==> config.mk <==
export PLATFORM = sky130hd
export DESIGN_NAME = execute_stage_mc
export DESIGN_NICKNAME = d
export VERILOG_FILES = /design/src/rtl/tessia_exec_pkg.sv /design/src/rtl/mul_iter.sv /design/src/rtl/execute_stage_mc.sv
export SDC_FILE = /design/constraint.sdc
export NUM_CORES = 1
export LEC_CHECK = 0
export ABC_AREA = 1
export CORE_ASPECT_RATIO = 1.75
export CORE_MARGIN = 10
export CORE_UTILIZATION = 40
export CTS_CLUSTER_SIZE = 30
export DETAILED_ROUTE_END_ITERATION = 7
export PLACE_DENSITY = 0.65
export SYNTH_ARGS = -nofsm -noshare
export SYNTH_HDL_FRONTEND = slang
export SYNTH_SLANG_ARGS = --single-unit
export TNS_END_PERCENT = 5
==> constraint.sdc <==
create_clock -name clk -period 6.65 [get_ports clk]
set_clock_uncertainty 0.1 [all_clocks]
set_input_delay 0.665 -clock clk [delete_from_list [all_inputs] [get_ports clk]]
set_output_delay 0.665 -clock clk [all_outputs]
set_load 0.005 [all_outputs]
==> src/rtl/tessia_exec_pkg.sv <==
// Shared types and constants for the TessiaX64 execute stage.
package tessia_exec_pkg;

    typedef enum logic [3:0] {
        OpAdd = 4'b0000,
        OpSub = 4'b0001,
        OpAnd = 4'b0010,
        OpOr  = 4'b0011,
        OpXor = 4'b0100,
        OpShl = 4'b0101,
        OpShr = 4'b0110,
        OpMul = 4'b0111
    } alu_op_t;

    typedef enum logic [1:0] {
        FwdReg     = 2'b00,
        FwdResultW = 2'b01,
        FwdAluM    = 2'b10,
        FwdRegAlt  = 2'b11
    } fwd_sel_t;

    typedef enum logic {
        StIdle = 1'b0,
        StBusy = 1'b1
    } exec_state_t;

    // Bit positions inside the {N,Z,C,V} flag vector
    localparam int unsigned FlagN = 3;
    localparam int unsigned FlagZ = 2;
    localparam int unsigned FlagC = 1;
    localparam int unsigned FlagV = 0;

endpackage

==> src/rtl/mul_iter.sv <==
// Iterative shift-add multiplier: one multiplier bit per cycle, low WIDTH bits kept.
module mul_iter #(
    parameter int unsigned WIDTH = 8
) (
    input  logic             clk,
    input  logic             reset,
    input  logic             start,
    input  logic             busy,
    input  logic [WIDTH-1:0] a,
    input  logic [WIDTH-1:0] b,
    output logic             done,
    output logic [WIDTH-1:0] product
);

    localparam int unsigned CntW = $clog2(WIDTH);

    logic [WIDTH-1:0] mcand_q;
    logic [WIDTH-1:0] mplier_q;
    logic [WIDTH-1:0] acc_q;
    logic [CntW-1:0]  count_q;

    // Accumulator plus the current partial product; on the last step this is the result
    always_comb begin
        product = acc_q + (mplier_q[0] ? mcand_q : '0);
        done    = busy && (count_q == '0);
    end

    // Load operands on start, then shift multiplicand left / multiplier right each step
    always_ff @(posedge clk) begin
        if (reset) begin
            mcand_q  <= '0;
            mplier_q <= '0;
            acc_q    <= '0;
            count_q  <= '0;
        end else if (start) begin
            mcand_q  <= a;
            mplier_q <= b;
            acc_q    <= '0;
            count_q  <= CntW'(WIDTH - 1);
        end else if (busy && (count_q != '0)) begin
            acc_q    <= product;
            mcand_q  <= mcand_q << 1;
            mplier_q <= mplier_q >> 1;
            count_q  <= count_q - 1'b1;
        end
    end

endmodule

==> src/rtl/execute_stage_mc.sv <==
// Execute stage with forwarding, single-cycle ALU, iterative MUL and EX/MEM register.
module execute_stage_mc import tessia_exec_pkg::*; #(
    parameter int unsigned WIDTH  = 8,
    parameter bit          MUL_EN = 1'b1
) (
    input  logic             clk,
    input  logic             reset,
    input  logic             ValidE,
    input  logic             FlushE,
    input  logic             ALUSrcE,
    input  logic             FlagWriteE,
    input  logic [3:0]       ALUControlE,
    input  logic [1:0]       ForwardAE,
    input  logic [1:0]       ForwardBE,
    input  logic [WIDTH-1:0] SrcAE,
    input  logic [WIDTH-1:0] WriteDataE,
    input  logic [WIDTH-1:0] ExtImmE,
    input  logic [WIDTH-1:0] ResultW,
    output logic [WIDTH-1:0] ALUResultM,
    output logic [WIDTH-1:0] WriteDataM,
    output logic             ValidM,
    output logic [3:0]       FlagsM,
    output logic             StallE
);

    localparam int unsigned ShW = $clog2(WIDTH);

    alu_op_t          op;
    exec_state_t      state_q;
    logic [WIDTH-1:0] a;
    logic [WIDTH-1:0] b_fwd;
    logic [WIDTH-1:0] b;
    logic [WIDTH-1:0] alu_res;
    logic [WIDTH:0]   sum;
    logic             carry;
    logic             ovf;
    logic [3:0]       alu_flags;
    logic [3:0]       mul_flags;
    logic [WIDTH-1:0] mul_prod;
    logic             mul_req;
    logic             mul_start;
    logic             mul_busy;
    logic             mul_done;

    // Forwarding muxes and B operand select
    always_comb begin
        op = alu_op_t'(ALUControlE);
        case (fwd_sel_t'(ForwardAE))
            FwdResultW: a = ResultW;
            FwdAluM:    a = ALUResultM;
            default:    a = SrcAE;
        endcase
        case (fwd_sel_t'(ForwardBE))
            FwdResultW: b_fwd = ResultW;
            FwdAluM:    b_fwd = ALUResultM;
            default:    b_fwd = WriteDataE;
        endcase
        b = ALUSrcE ? ExtImmE : b_fwd;
    end

    // Single-cycle ALU; MUL and undefined codes yield zero here
    always_comb begin
        alu_res = '0;
        sum     = '0;
        carry   = 1'b0;
        ovf     = 1'b0;
        case (op)
            OpAdd: begin
                sum     = {1'b0, a} + {1'b0, b};
                alu_res = sum[WIDTH-1:0];
                carry   = sum[WIDTH];
                ovf     = (a[WIDTH-1] == b[WIDTH-1]) && (alu_res[WIDTH-1] != a[WIDTH-1]);
            end
            OpSub: begin
                // Carry out of a + ~b + 1 is the no-borrow flag
                sum     = {1'b0, a} + {1'b0, ~b} + {{WIDTH{1'b0}}, 1'b1};
                alu_res = sum[WIDTH-1:0];
                carry   = sum[WIDTH];
                ovf     = (a[WIDTH-1] != b[WIDTH-1]) && (alu_res[WIDTH-1] != a[WIDTH-1]);
            end
            OpAnd:   alu_res = a & b;
            OpOr:    alu_res = a | b;
            OpXor:   alu_res = a ^ b;
            OpShl:   alu_res = a << b[ShW-1:0];
            OpShr:   alu_res = a >> b[ShW-1:0];
            default: alu_res = '0;
        endcase
        alu_flags        = '0;
        alu_flags[FlagN] = alu_res[WIDTH-1];
        alu_flags[FlagZ] = (alu_res == '0);
        alu_flags[FlagC] = carry;
        alu_flags[FlagV] = ovf;
        mul_flags        = '0;
        mul_flags[FlagN] = mul_prod[WIDTH-1];
        mul_flags[FlagZ] = (mul_prod == '0);
    end

    // Multiply handshake and upstream stall
    always_comb begin
        mul_req   = ValidE && (op == OpMul) && MUL_EN;
        mul_busy  = (state_q == StBusy);
        mul_start = (state_q == StIdle) && mul_req && !FlushE && !reset;
        StallE    = !reset && !FlushE &&
                    (((state_q == StIdle) && mul_req) || (mul_busy && !mul_done));
    end

    mul_iter #(
        .WIDTH(WIDTH)
    ) u_mul_iter (
        .clk     (clk),
        .reset   (reset),
        .start   (mul_start),
        .busy    (mul_busy),
        .a       (a),
        .b       (b),
        .done    (mul_done),
        .product (mul_prod)
    );

    // FSM and EX/MEM register: reset > flush > stall bubble > MUL completion > normal load
    always_ff @(posedge clk) begin
        if (reset) begin
            state_q    <= StIdle;
            ALUResultM <= '0;
            WriteDataM <= '0;
            ValidM     <= 1'b0;
            FlagsM     <= '0;
        end else if (FlushE) begin
            state_q <= StIdle;
            ValidM  <= 1'b0;
        end else if (StallE) begin
            ValidM <= 1'b0;
            if (mul_start) begin
                state_q <= StBusy;
            end
        end else if (mul_busy) begin
            state_q    <= StIdle;
            ValidM     <= 1'b1;
            ALUResultM <= mul_prod;
            if (FlagWriteE) begin
                FlagsM <= mul_flags;
            end
        end else begin
            ValidM <= ValidE;
            if (ValidE) begin
                ALUResultM <= alu_res;
                WriteDataM <= b_fwd;
                if (FlagWriteE) begin
                    FlagsM <= alu_flags;
                end
            end
        end
    end

endmodule

Word level (Yosys, flattened, before mapping)
Cells that the tools add are included.

Register bits: 49.

Reductions and logical operators: 28. Bitwise logic cells: 7. Shifts and indexed selects: 2. Eq/ne operators: 15. Multiplexer cells: 20. $add $sub $neg: 5.

Operator list (count): 8-bit 2-to-1 mux (8); 8-bit one-hot mux with 7 select lines (1); 8-bit one-hot mux with 2 select lines (2); 8-bit by 8-bit adder with 9-bit output (2); 4-bit by 3-bit == test with 1-bit output (second input constant) (4); 8-bit logical NOT (2); 4-bit 2-to-1 mux (4); 1-bit logical AND (11); 9-bit by 1-bit adder with 9-bit output (second input constant) (1); 8-bit adder (1); 8-bit AND (1); 4-bit by 2-bit == test with 1-bit output (second input constant) (2); 8-bit NOT (1); 8-bit OR (1); 4-bit AND reduction (2); 8-bit by 3-bit left shift with 8-bit output (1); 8-bit by 3-bit >> shifter with 8-bit output (1); 8-bit bitwise XOR (1); 3-bit 2-to-1 mux (2); 3-bit OR reduction (2); 2-bit by 1-bit == test with 1-bit output (second input constant) (2); 2-bit == test (second input constant) (2); 4-bit by 1-bit == test with 1-bit output (second input constant) (1); 4-bit logical NOT (1); other kinds (13) (21).

Logic depth before layout (Yosys ltp)
Gate-level depths: netlist of the first run.

Depth after elaboration: 12. Depth in mapped cells: 24.

Hierarchy
Synthesis of the first run repeated with hierarchy kept, for this count alone.

Cells, all modules: 789. Area total of the unflattened synthesis: 4843.4 µm².

By module, submodules not included: execute_stage_mc (cells each 555, sequential area each 440.4 µm², area each 3229.3 µm², times used 1); mul_iter (cells each 234, sequential area each 540.5 µm², area each 1614.0 µm², times used 1).

Worst setup path before layout of the first run
Ideal clock, no wire load.

Kind: input to register. From: input port ForwardBE[0]. To: register FlagsM[2]. Arrival time: 3.167 ns. Stages on the path: 19. Setup time: 0.122 ns. Path slack: 3.261 ns. Required time: 6.428 ns. Path through: inv_1 > ha_1 > inv_2 > buf_2 > o21ai_0 > or2_2 > o21ai_0 > ha_1 > buf_2 > a21oi_1 > nor3_1 > a211oi_1 > nand2_1 > nand2_1 > nand3_1 > nand3_1 > nor2_1 > nand3_1 > a21oi_2.

Longest elaborated chain between the ends: 11. Elaborated cells on any way between the ends: 18. Classes of those cells: add/sub: 3; eq/ne: 2; shift: 2; mux: 6; bitwise: 4; reduce/logical: 1.

Ends and longest elaborated chain: from (decl) (RTL line execute_stage_mc.sv:14) `input logic [1:0] ForwardBE,`; 2-bit == test / 2-bit by 1-bit == test with 1-bit output (equally long branches) (RTL line execute_stage_mc.sv:53) `case (fwd_sel_t'(ForwardBE))`; 8-bit one-hot mux with 2 select lines * (RTL line execute_stage_mc.sv:53); 8-bit 2-to-1 mux * (RTL line execute_stage_mc.sv:58) `b = ALUSrcE ? ExtImmE : b_fwd;`; 8-bit NOT (RTL line execute_stage_mc.sv:76) `sum = {1'b0, a} + {1'b0, ~b} + {{WIDTH{1'b0}}, 1'b1};`; 8-bit by 8-bit adder with 9-bit output (RTL line execute_stage_mc.sv:76); 9-bit by 1-bit adder with 9-bit output (RTL line execute_stage_mc.sv:76); 8-bit one-hot mux with 7 select lines * (RTL line execute_stage_mc.sv:67) `case (op)`; 8-bit logical NOT * (RTL line execute_stage_mc.sv:90) `alu_flags[FlagZ] = (alu_res == '0);`; 4-bit 2-to-1 mux * (RTL line execute_stage_mc.sv:148) `if (FlagWriteE) begin`; 4-bit 2-to-1 mux * (RTL line execute_stage_mc.sv:145) `if (ValidE) begin`; 4-bit 2-to-1 mux * (RTL line execute_stage_mc.sv:136) `end else if (mul_busy) begin`; to (signal assigned) (RTL line execute_stage_mc.sv:141) `FlagsM <= mul_flags;`; to (signal assigned) (RTL line execute_stage_mc.sv:149) `FlagsM <= alu_flags;`; to (decl) (RTL line execute_stage_mc.sv:22) `output logic [3:0] FlagsM,`.

Every way passes the cells marked *; elsewhere a longest branch is shown, timed or not. The select of a mux whose other input is x is not followed. A chain may end at the register's enable or synchronous reset.

Worst setup path after layout of the first run
From: input port ForwardAE[0]. To: register FlagsM[2].

Longest elaborated chain between the ends: 9. Elaborated cells on any way between the ends: 16. Classes of those cells: add/sub: 3; eq/ne: 2; shift: 2; mux: 5; bitwise: 3; reduce/logical: 1.

Ends and longest elaborated chain: from (decl) (RTL line execute_stage_mc.sv:13) `input logic [1:0] ForwardAE,`; 2-bit == test / 2-bit by 1-bit == test with 1-bit output (equally long branches) (RTL line execute_stage_mc.sv:48) `case (fwd_sel_t'(ForwardAE))`; 8-bit one-hot mux with 2 select lines * (RTL line execute_stage_mc.sv:48); 8-bit by 8-bit adder with 9-bit output (RTL line execute_stage_mc.sv:76); 9-bit by 1-bit adder with 9-bit output (RTL line execute_stage_mc.sv:76); 8-bit one-hot mux with 7 select lines * (RTL line execute_stage_mc.sv:67); 8-bit logical NOT * (RTL line execute_stage_mc.sv:90); 4-bit 2-to-1 mux * (RTL line execute_stage_mc.sv:148); 4-bit 2-to-1 mux * (RTL line execute_stage_mc.sv:145); 4-bit 2-to-1 mux * (RTL line execute_stage_mc.sv:136).

Marked as above.

==> results.txt, run 1 <==
Status -> finished clean
Vias in the first global route -> 5274
Initial antenna violation count -> 0
Mapped Nets -> 832
Synth Warn # -> 0
Post-synth top cells -> nand2_1 (172), nor2_1 (89), inv_1 (88)
Die area -> 16400 um^2
Slew headroom -> 0.365
ANT cells -> 0
Fill cells -> 1201
Hold Path Stages -> 2
Worst setup EP type -> flip-flop
Effective utilization at floorplan -> 0.411
Via-per-instance ratio -> 5.62
PortBufs -> 67
Initial DRT Pass Iterations -> 5
CTS buffer count -> 5
Register area -> 981 um^2
Async SR Flop Fraction -> 0
Post-Synth XOR/XNOR Area -> 0.0152
Final ANT Viol Nets -> 0
Slew at the pin with the worst max-slew slack -> 0.943 ns
Latest clock arrival within the worst-skew pair -> 0.30 ns
Largest net degree at the start of global routing -> 24
Final GP Congestion -> 1.02
PD cells -> 172 nW/um^2
Worst path slowest cell -> clkdlybuf4s50_1
Synth Area in Compound Gates -> 0.185
Largest family of logic cells by synthesized area -> simple AND/OR/NAND/NOR gates
Top-area cell type share of the netlist area -> 0.213
Vias -> 5227
Synth Area in Simple Gates -> 0.362
Mapped Area -> 4610 um^2
Die Span X -> 101 um
Post-CTS Resized -> 0
Tmin final -> 4.44 ns
CP cell instances -> clkdlybuf4s50_1 -> inv_1 -> ha_1 -> inv_1 -> or2_2 -> nand2_1 -> inv_1 -> fa_1 -> or2_2 -> nand3_1 -> o21ai_0 -> nor3_1 -> nand2_1 -> nor2_1 -> nand2_1 -> nor2_1 -> nand3_1 -> a21oi_2
Pre-CTS WS -> 1.97 ns
Critical Path RT -> 6.78 ns
Worst vdd ir -> 0.184 mV
HPWL Detailed -> 15.7 mm
Post-synth top area cell -> dfxtp_1
Worst min path class -> reg2reg
Root buffer cell -> clkbuf_16
Final Hold Viols -> 0
Wirelength, routed -> 18.5 mm
Core area -> 11200 um^2
CP peak stage delay -> 0.49 ns
CTS tree -> done
Post-synth EDFFs -> 0
Area Overhead vs Synth -> 18.8%
Maximum clock path buffer count -> 2
Most frequent cell after synthesis -> nand2_1
Nets@finish -> 884
Avg WL per Cell -> 19.9 um
Initial drt markers -> 230
Adder-cell share of the synthesized area -> 0.116
Mean Syn Cell Area -> 6.19 um^2
Clock-pin slew on the worst setup and hold paths -> 0.07 ns
Netlist cell types -> 46
Synth area leaders -> dfxtp_1 (21%), nand2_1 (14%), ha_1 (10%)
Worst r2r path cells -> 18
Arr. time, crit path -> 4.57 ns
Share of layout cells above drive strength 1 -> 0.0614
Max Fanout on Critical Path -> 16
Critical path class -> in2reg
# IOs -> 68
Clk sinks -> 49
Leakage Power -> 2.58 nW
H-tree levels -> 2
RSZ-0062 raised after global routing -> false
Fin. max-slew vios -> 0
Gr ovfl total -> 0
Global Route Usage Sum -> 0.224
Remaining DRCs -> 0
Final setup viols -> 0
Crit share post-route -> 0.667
First-pass GRT wire length -> 28.8 mm
Footprint of the multi-input gates -> 3140 um^2
Die Y -> 162 um
FMAX -> 225 MHz
# rows -> 51
Proportion of synthesized area in mux cells -> 0.00217
Setup TNS -> 0 ns
PnR worst setup slack -> 2.21 ns
Maxcap violations -> 0
Startpoint types -> input port
Hold-fix buffers, CTS -> 0
Number of synthesized register bits -> 49
Cells after Synth -> 745
Main flop type after synthesis -> dfxtp_1
Seq/Total Area, Yosys -> 0.213
Post-CTS setup buffer count -> 0
[state kept, by name, summed over array words and instances, names as in the netlist]
signal	flops
ALUResultM	8
WriteDataM	8
u_mul_iter.acc_q	8
u_mul_iter.mcand_q	8
u_mul_iter.mplier_q	8
FlagsM	4
u_mul_iter.count_q	3
ValidM	1
mul_busy	1
[where the power goes]
part,switching [mW],leakage (nW),internal (mW)
Clock,0.115,0.0704,0.141
Sequential,0.00753,0.397,0.301
Combinational,0.248,2.11,0.130
[metal layers]
metal  routed length [um]  part of all wire  track usage
met1                 6360              0.34        0.210
met2                10500              0.57        0.442
met5                    0                 0            0
met3                  578             0.031       0.0225
met4                 1120             0.061        0.126
[critical path, delay by kind of cell]
kind | cells | cell delay [ns]
AOI/OAI and AO/OA | 2 | 0.22
adders and majority gates | 2 | 0.75
buffers and inverters | 4 | 0.95
and+or+nand+nor | 10 | 1.98
[kinds of logic (layout without fill, tap and decap cells)]
logic type               count (synthesis)  in the layout
buffers and inverters                  119            172
adder cells (fa/ha/maj)                 41             41
AO/OA/AOI/OAI                          151            151
XOR/XNOR                                 8              8
AND/OR/NAND/NOR                        376            376
multiplexers                             1              1
flip-flops                              49             49
[area by class of cell]
type / instances / area share
clock buffers: 5 / 0.0228
clock inverters: 3 / 0.00457
inverters: 94 / 0.0644
multi-input cells: 577 / 0.573
flip-flops and latches: 49 / 0.179
well taps: 132 / 0.0301
repair buffers: 70 / 0.126
[cell usage in the layout (no fill, tap or decap), drive strengths merged, types with 2 or more instances in the layout]
cell             n
inv             94
o21ai           60
or2             16
clkbuf           5
ha              38
a221oi           4
nand4            7
a21oi           56
nor3             5
a22oi            3
o211ai           7
a31oi            3
clkdlybuf4s50   67
nand2          179
dfxtp           49
buf              3
nand3           76
o22ai            9
a22o             3
fa               3
xor2             7
nor2            91
clkinv           2
[worst paths after layout]
kind / start / to / slack, ns
setup / recovery: ForwardAE[0] / FlagsM[2]$_SDFFE_PP0P_ / 2.21
hold / removal: u_mul_iter.mplier_q[7]$_SDFFE_PP0P_ / u_mul_iter.mplier_q[7]$_SDFFE_PP0P_ / 0.37
setup reg to reg: ALUResultM[3]$_SDFFE_PP0P_ / FlagsM[2]$_SDFFE_PP0P_ / 3.12
hold reg to reg: u_mul_iter.mplier_q[7]$_SDFFE_PP0P_ / u_mul_iter.mplier_q[7]$_SDFFE_PP0P_ / 0.37
[through the flow]
| step | hold slack [ns] | area (um^2) | power [mW] | instances | utilization |
|---|---|---|---|---|---|
| floorplan | 0.342 | 4610 | 0.552 | 745 | - |
| global placement | 0.353 | 5330 | 0.688 | 922 | 0.475 |
| detailed placement | 0.358 | 5330 | 0.689 | 922 | 0.475 |
| CTS | 0.369 | 5480 | 0.949 | 930 | 0.488 |
| global route | 0.388 | 5480 | 1.00 | 930 | 0.488 |
| finish | 0.373 | 5480 | 0.944 | 930 | 0.488 |
Note: power is estimated with default switching activity, not from simulation.
==> inputs of run 2 (changes only) <==
--- a/config.mk
+++ b/config.mk
@@ -11,7 +11,7 @@
 export CORE_UTILIZATION = 40
 export CTS_CLUSTER_SIZE = 30
 export DETAILED_ROUTE_END_ITERATION = 7
-export PLACE_DENSITY = 0.65
+export PLACE_DENSITY = 0.67
 export SYNTH_ARGS = -nofsm -noshare
 export SYNTH_HDL_FRONTEND = slang
 export SYNTH_SLANG_ARGS = --single-unit
==> constraint.sdc (replaced) <==
create_clock -name clk -period 3.6 [get_ports clk]
set_clock_uncertainty 0.1 [all_clocks]
set_input_delay 0.36 -clock clk [delete_from_list [all_inputs] [get_ports clk]]
set_output_delay 0.36 -clock clk [all_outputs]
set_load 0.005 [all_outputs]
==> results.txt, run 2 (synthesis gave the netlist of run 1 again) <==
Die area -> 16400 um^2 (unchanged)
Tmin final -> 3.49 ns
Nets@finish -> 973 (+10%)
Clk sinks -> 49 (unchanged)
PD cells -> 327 nW/um^2 (+90%)
Latest clock arrival within the worst-skew pair -> 0.30 ns (about the same)
Die Span X -> 101 um (unchanged)
Wirelength, routed -> 19.3 mm (+4.0%)
# rows -> 51 (unchanged)
Remaining DRCs -> 0 (unchanged)
Via-per-instance ratio -> 5.44 (-3.3%)
HPWL Detailed -> 15.8 mm (+0.93%)
Area Overhead vs Synth -> 37.3%
Worst hold start -> FlagsM[0]$_SDFFE_PP0P_
Final GP Congestion -> 1.01 (-1.3%)
Final setup viols -> 0 (unchanged)
Global Route Usage Sum -> 0.231 (+0.00711)
Worst Setup SP -> ForwardBE[0]
Most common cell after layout, fill and taps aside -> nand2_1
Maximum clock path buffer count -> 2 (unchanged)
Clock-pin slew on the worst setup and hold paths -> 0.07 ns (about the same)
Commonest cells after routing, fill and taps aside -> nand2_1 (170), buf_4 (91), inv_1 (85), nor2_1 (85), nand3_1 (68)
Share of layout cells above drive strength 1 -> 0.196 (+0.135)
Core area -> 11200 um^2 (unchanged)
Final Hold Viols -> 0 (unchanged)
CTS tree -> done
Crit share post-route -> 0.971
Leakage Power -> 3.04 nW (+18%)
Effective utilization at floorplan -> 0.411 (unchanged)
Vias -> 5541 (+6.0%)
CP cell instances -> clkdlybuf4s50_1 -> inv_1 -> ha_2 -> buf_4 -> a221o_1 -> o21ai_0 -> o21ai_0 -> ha_1 -> inv_1 -> o221ai_1 -> a21oi_1 -> nand2_1 -> nor2_1 -> nand3_1 -> mux2i_1 -> a21oi_1
Crit Reg-Reg Startpoint -> ALUResultM[0]$_SDFFE_PP0P_
Initial DRT Pass Iterations -> 5 (unchanged)
PortBufs -> 67 (unchanged)
Initial drt markers -> 261 (+13%)
CTS buffer count -> 5 (unchanged)
Critical path class -> in2reg
# IOs -> 68 (unchanged)
First-pass GRT wire length -> 29.9 mm (+3.9%)
Final ANT Viol Nets -> 0 (unchanged)
Slew headroom -> 0.264 (-0.101)
Root buffer cell -> clkbuf_16
H-tree levels -> 2 (unchanged)
Fin. max-slew vios -> 0 (unchanged)
Worst vdd ir -> 0.281 mV (+53%)
Critical Path RT -> 3.66 ns (-3.12 ns)
Final Hold Slack -> 0.372 ns (-0.00137 ns)
Die Y -> 162 um (unchanged)
Cells after DPL -> 1009 (+9.4%)
Final Instance Count excl. Fillers -> 1019 (+9.6%)
Gr ovfl total -> 0 (unchanged)
Status -> finished clean
PnR worst setup slack -> 0.106 ns (-2.11 ns)
Power Total -> 2.07 mW (+120%)
RSZ-0062 raised after global routing -> false
Worst path slowest cell -> o21ai_0
Largest net degree at the start of global routing -> 25 (+4.2%)
Vias in the first global route -> 5540 (+5.0%)
Max Fanout on Critical Path -> 4 (-12)
Worst setup EP type -> flip-flop
Maxcap violations -> 0 (unchanged)
ANT cells -> 0 (unchanged)
Avg WL per Cell -> 18.9 um (-5.1%)
FMAX -> 286 MHz
Startpoint types -> input port
Slew at the pin with the worst max-slew slack -> 1.10 ns (+0.156 ns)
Pre-CTS WS -> -0.496 ns (-2.47 ns)
Initial antenna violation count -> 0 (unchanged)
Arr. time, crit path -> 3.55 ns (-1.02 ns)
CP peak stage delay -> 0.52 ns (+0.03 ns)
Worst min path class -> reg2reg
==> run 2: area by class of cell <==
cell class              count  area [um^2]
clock inverters             3         43.8
inverters                  94          355
repair buffers            159         1370
clock buffers               5          125
flip-flops and latches     49          981
fillers                  1167         4900
well taps                 132          165
multi-input cells         577         3300
==> run 2: metal layers <==
layer / part of all wire / GRT usage
met1: 0.36 / 0.241
met2: 0.55 / 0.423
met3: 0.041 / 0.0263
met4: 0.050 / 0.136
met5: 0 / 0
==> run 2: repair_timing <==
action | 4_1_cts | 5_1_grt
buffers inserted | 1 | 1
gates resized for setup | 11 | 37
gates cloned | 0 | 0
endpoints found under the setup margin | 6 | 10
pin swaps | 3 | 10
hold buffers | 0 | 0
==> run 2: metrics by stage <==
stage / cell area (um^2) / util / setup TNS, ns
2_1_floorplan: 4610 / - / 0
3_3_place_gp: 5980 / 0.533 / -3.05
3_5_place_dp: 5980 / 0.533 / -3.03
4_1_cts: 6190 / 0.551 / 0
5_1_grt: 6330 / 0.564 / 0
6_report: 6330 / 0.564 / 0
==> run 2: worst paths after layout <==
path / end / slack [ns] / cells after the start
min reg2reg: FlagsM[0]$_SDFFE_PP0P_ / 0.37 / 2
max reg2reg: ALUResultM[4]$_SDFFE_PP0P_ / 0.61 / 20
min: FlagsM[0]$_SDFFE_PP0P_ / 0.37 / 2
max: ALUResultM[7]$_SDFFE_PP0P_ / 0.11 / 16
==> run 2: where the power goes <==
part	switching (mW)	internal (mW)
registers	0.0135	0.556
clock network	0.232	0.330
logic	0.522	0.420
total	0.767	1.31
==> run 2: critical path: cells and delay by family <==
family,cells,cell delay (ns)
adder cells (fa/ha/maj),2,0.70
buffers and inverters,4,0.74
AO/OA/AOI/OAI,6,1.21
multiplexers,1,0.22
AND/OR/NAND/NOR,3,0.31
==> inputs of run 3 (changes only) <==
--- a/config.mk
+++ b/config.mk
@@ -11,7 +11,9 @@
 export CORE_UTILIZATION = 40
 export CTS_CLUSTER_SIZE = 30
 export DETAILED_ROUTE_END_ITERATION = 7
+export HOLD_SLACK_MARGIN = 0.15
 export PLACE_DENSITY = 0.67
+export SETUP_SLACK_MARGIN = 0.05
 export SYNTH_ARGS = -nofsm -noshare
 export SYNTH_HDL_FRONTEND = slang
 export SYNTH_SLANG_ARGS = --single-unit
==> results.txt, run 3 (synthesis gave the netlist of run 1 again) <==
Most frequent CP cell -> nand2_1
Wirelength, routed -> 19.4 mm (+0.51%)
Slew headroom -> 0.271 (+0.00768)
ANT cells -> 0 (unchanged)
Root buffer cell -> clkbuf_16
Area Overhead vs Synth -> 38.2%
Grt met1 use -> 0.242 (+0.000252)
Tmin final -> 3.49 ns (-0.00841 ns)
Vias -> 5543 (+0.036%)
# rows -> 51 (unchanged)
Fin. max-slew vios -> 0 (unchanged)
Largest net degree at the start of global routing -> 25 (unchanged)
Worst min path class -> reg2reg
Global Route Usage Sum -> 0.231 (+0.000258)
Nets@finish -> 974 (+0.10%)
Die area -> 16400 um^2 (unchanged)
Arr. time, crit path -> 3.54 ns (about the same)
PnR worst setup slack -> 0.114 ns (+0.00841 ns)
Pre-CTS WS -> -0.496 ns (unchanged)
First-pass GRT wire length -> 29.9 mm (about the same)
Final setup viols -> 0 (unchanged)
Initial DRT Pass Iterations -> 5 (unchanged)
Gr ovfl total -> 0 (unchanged)
CTS tree -> done
Die Span X -> 101 um (unchanged)
Remaining DRCs -> 0 (unchanged)
Core area -> 11200 um^2 (unchanged)
Vias in the first global route -> 5541 (+0.018%)
Crit-path leading delay family -> buffers and inverters
Max Fanout on Critical Path -> 4 (unchanged)
Hold-fix buffers, CTS -> 0 (unchanged)
M2 GR Usage -> 0.423 (+0.000579)
Status -> finished clean
Avg WL per Cell -> 19.0 um (+0.41%)
CTS buffer count -> 5 (unchanged)
Worst path slowest cell -> clkdlybuf4s50_1
Critical Path RT -> 3.66 ns (about the same)
Final Hold Viols -> 0 (unchanged)
Critical path depth -> 22 (+6)
HPWL Detailed -> 15.8 mm (unchanged)
Worst r2r path cells -> 17 (-15%)
Buf/Inv on CP -> 8 (+4)
Worst vdd ir -> 0.280 mV (-0.32%)
Leakage Power -> 3.05 nW (+0.52%)
CP peak stage delay -> 0.48 ns (-0.04 ns)
Global route hottest layer -> met2
CP cell instances -> clkdlybuf4s50_1 -> inv_1 -> ha_1 -> inv_2 -> buf_4 -> or2_2 -> nand2_2 -> inv_1 -> buf_4 -> buf_4 -> ha_2 -> nand2_1 -> nand2_1 -> nand2_1 -> nand3_2 -> a21o_1 -> inv_1 -> nand2_1 -> nand3_1 -> nand3_1 -> mux2i_1 -> a21oi_1
Fin util -> 0.568 (+0.00390)
Clock-pin slew on the worst setup and hold paths -> 0.08 ns (about the same)
FMAX -> 287 MHz (+0.24%)
Maxcap violations -> 0 (unchanged)
Worst setup EP type -> flip-flop
Effective utilization at floorplan -> 0.411 (unchanged)
# IOs -> 68 (unchanged)
Latest clock arrival within the worst-skew pair -> 0.30 ns (about the same)
Final ANT Viol Nets -> 0 (unchanged)
Share of layout cells above drive strength 1 -> 0.200 (+0.00428)
Most common cell after layout, fill and taps aside -> nand2_1
Critical path class -> in2reg
Clk sinks -> 49 (unchanged)
Slew at the pin with the worst max-slew slack -> 1.09 ns (-0.0115 ns)
Hold Path Stages -> 2 (unchanged)
Commonest cells after routing, fill and taps aside -> nand2_1 (170), buf_4 (92), nor2_1 (85)
Startpoint types -> input port
Initial antenna violation count -> 0 (unchanged)
PortBufs -> 67 (unchanged)
RSZ-0062 raised after global routing -> true
M3 GR Usage -> 0.0263 (unchanged)
Initial drt markers -> 278 (+6.5%)
Maximum clock path buffer count -> 2 (unchanged)
PD cells -> 327 nW/um^2 (about the same)
Via-per-instance ratio -> 5.43 (about the same)
Crit share post-route -> 0.968 (-0.00234)
H-tree levels -> 2 (unchanged)
Final GP Congestion -> 1.01 (unchanged)
Die Y -> 162 um (unchanged)
-- run 3: cell count changes in the layout (fill, tap and decap cells not counted), sizes merged --
| cell | previous run | this run |
|---|---|---|
| buf | 92 | 93 |
| dlymetal6s2s | 0 | 1 |
| clkdlybuf4s50 | 67 | 66 |
-- run 3: layout make-up --
type / count / area [um^2]
fill: 1167 / 4850
multi-input combinational: 577 / 3330
timing repair buffer: 160 / 1380
sequential: 49 / 981
inverter: 94 / 355
tap: 132 / 165
clock buffer: 5 / 125
clock inverter: 3 / 43.8
-- run 3: through the flow --
| stage | instance area (um^2) | setup TNS (ns) | hold slack (ns) | power, mW | cells |
|---|---|---|---|---|---|
| after floorplan | 4610 | 0 | 0.342 | 1.02 | 745 |
| after global placement | 5980 | -3.05 | 0.354 | 1.45 | 1009 |
| after detailed placement | 5980 | -3.03 | 0.360 | 1.45 | 1009 |
| after CTS | 6200 | 0 | 0.372 | 2.02 | 1018 |
| after global routing | 6380 | 0 | 0.395 | 2.20 | 1020 |
| final | 6380 | 0 | 0.372 | 2.09 | 1020 |
-- run 3: repair_timing --
| action | 4_1_cts | 5_1_grt |
|---|---|---|
| resized for setup | 14 | 41 |
| setup endpoints to repair | 6 | 10 |
| pin swaps | 3 | 15 |
| buffers inserted | 1 | 2 |
-- run 3: per-layer routing --
metal	share of wire	wire length (um)
met3	0.041	792
met4	0.053	1030
met2	0.54	10500
met5	0	0
met1	0.36	7060
-- run 3: power breakdown --
part	internal (mW)	leakage (nW)	switching (mW)	total, mW
registers	0.556	0.397	0.0136	0.570
logic	0.426	2.57	0.527	0.952
clock network	0.330	0.0842	0.234	0.564
total	1.31	3.05	0.774	2.09
-- run 3: path summary, 6_finish.rpt --
path | from | endpoint | slack [ns]
worst max-delay path | ForwardAE[0] | ALUResultM[7]$_SDFFE_PP0P_ | 0.11
worst max register to register | ALUResultM[4]$_SDFFE_PP0P_ | ALUResultM[7]$_SDFFE_PP0P_ | 0.61
worst min register to register | FlagsM[0]$_SDFFE_PP0P_ | FlagsM[0]$_SDFFE_PP0P_ | 0.37
worst min-delay path | FlagsM[0]$_SDFFE_PP0P_ | FlagsM[0]$_SDFFE_PP0P_ | 0.37
-- run 3: worst reg2reg max path: stages (launching register included) --
cell	delay (ns)
dfxtp_1	0.34
a22o_1	0.21
nand2_1	0.05
o21ai_0	0.12
or2_2	0.31
o21ai_2	0.11
buf_4	0.16
inv_1	0.06
ha_2	0.22
a21oi_2	0.13
nand3_2	0.13
a21o_1	0.23
inv_1	0.09
nand2_1	0.05
nand3_1	0.08
nand3_1	0.11
mux2i_1	0.23
a21oi_1	0.12
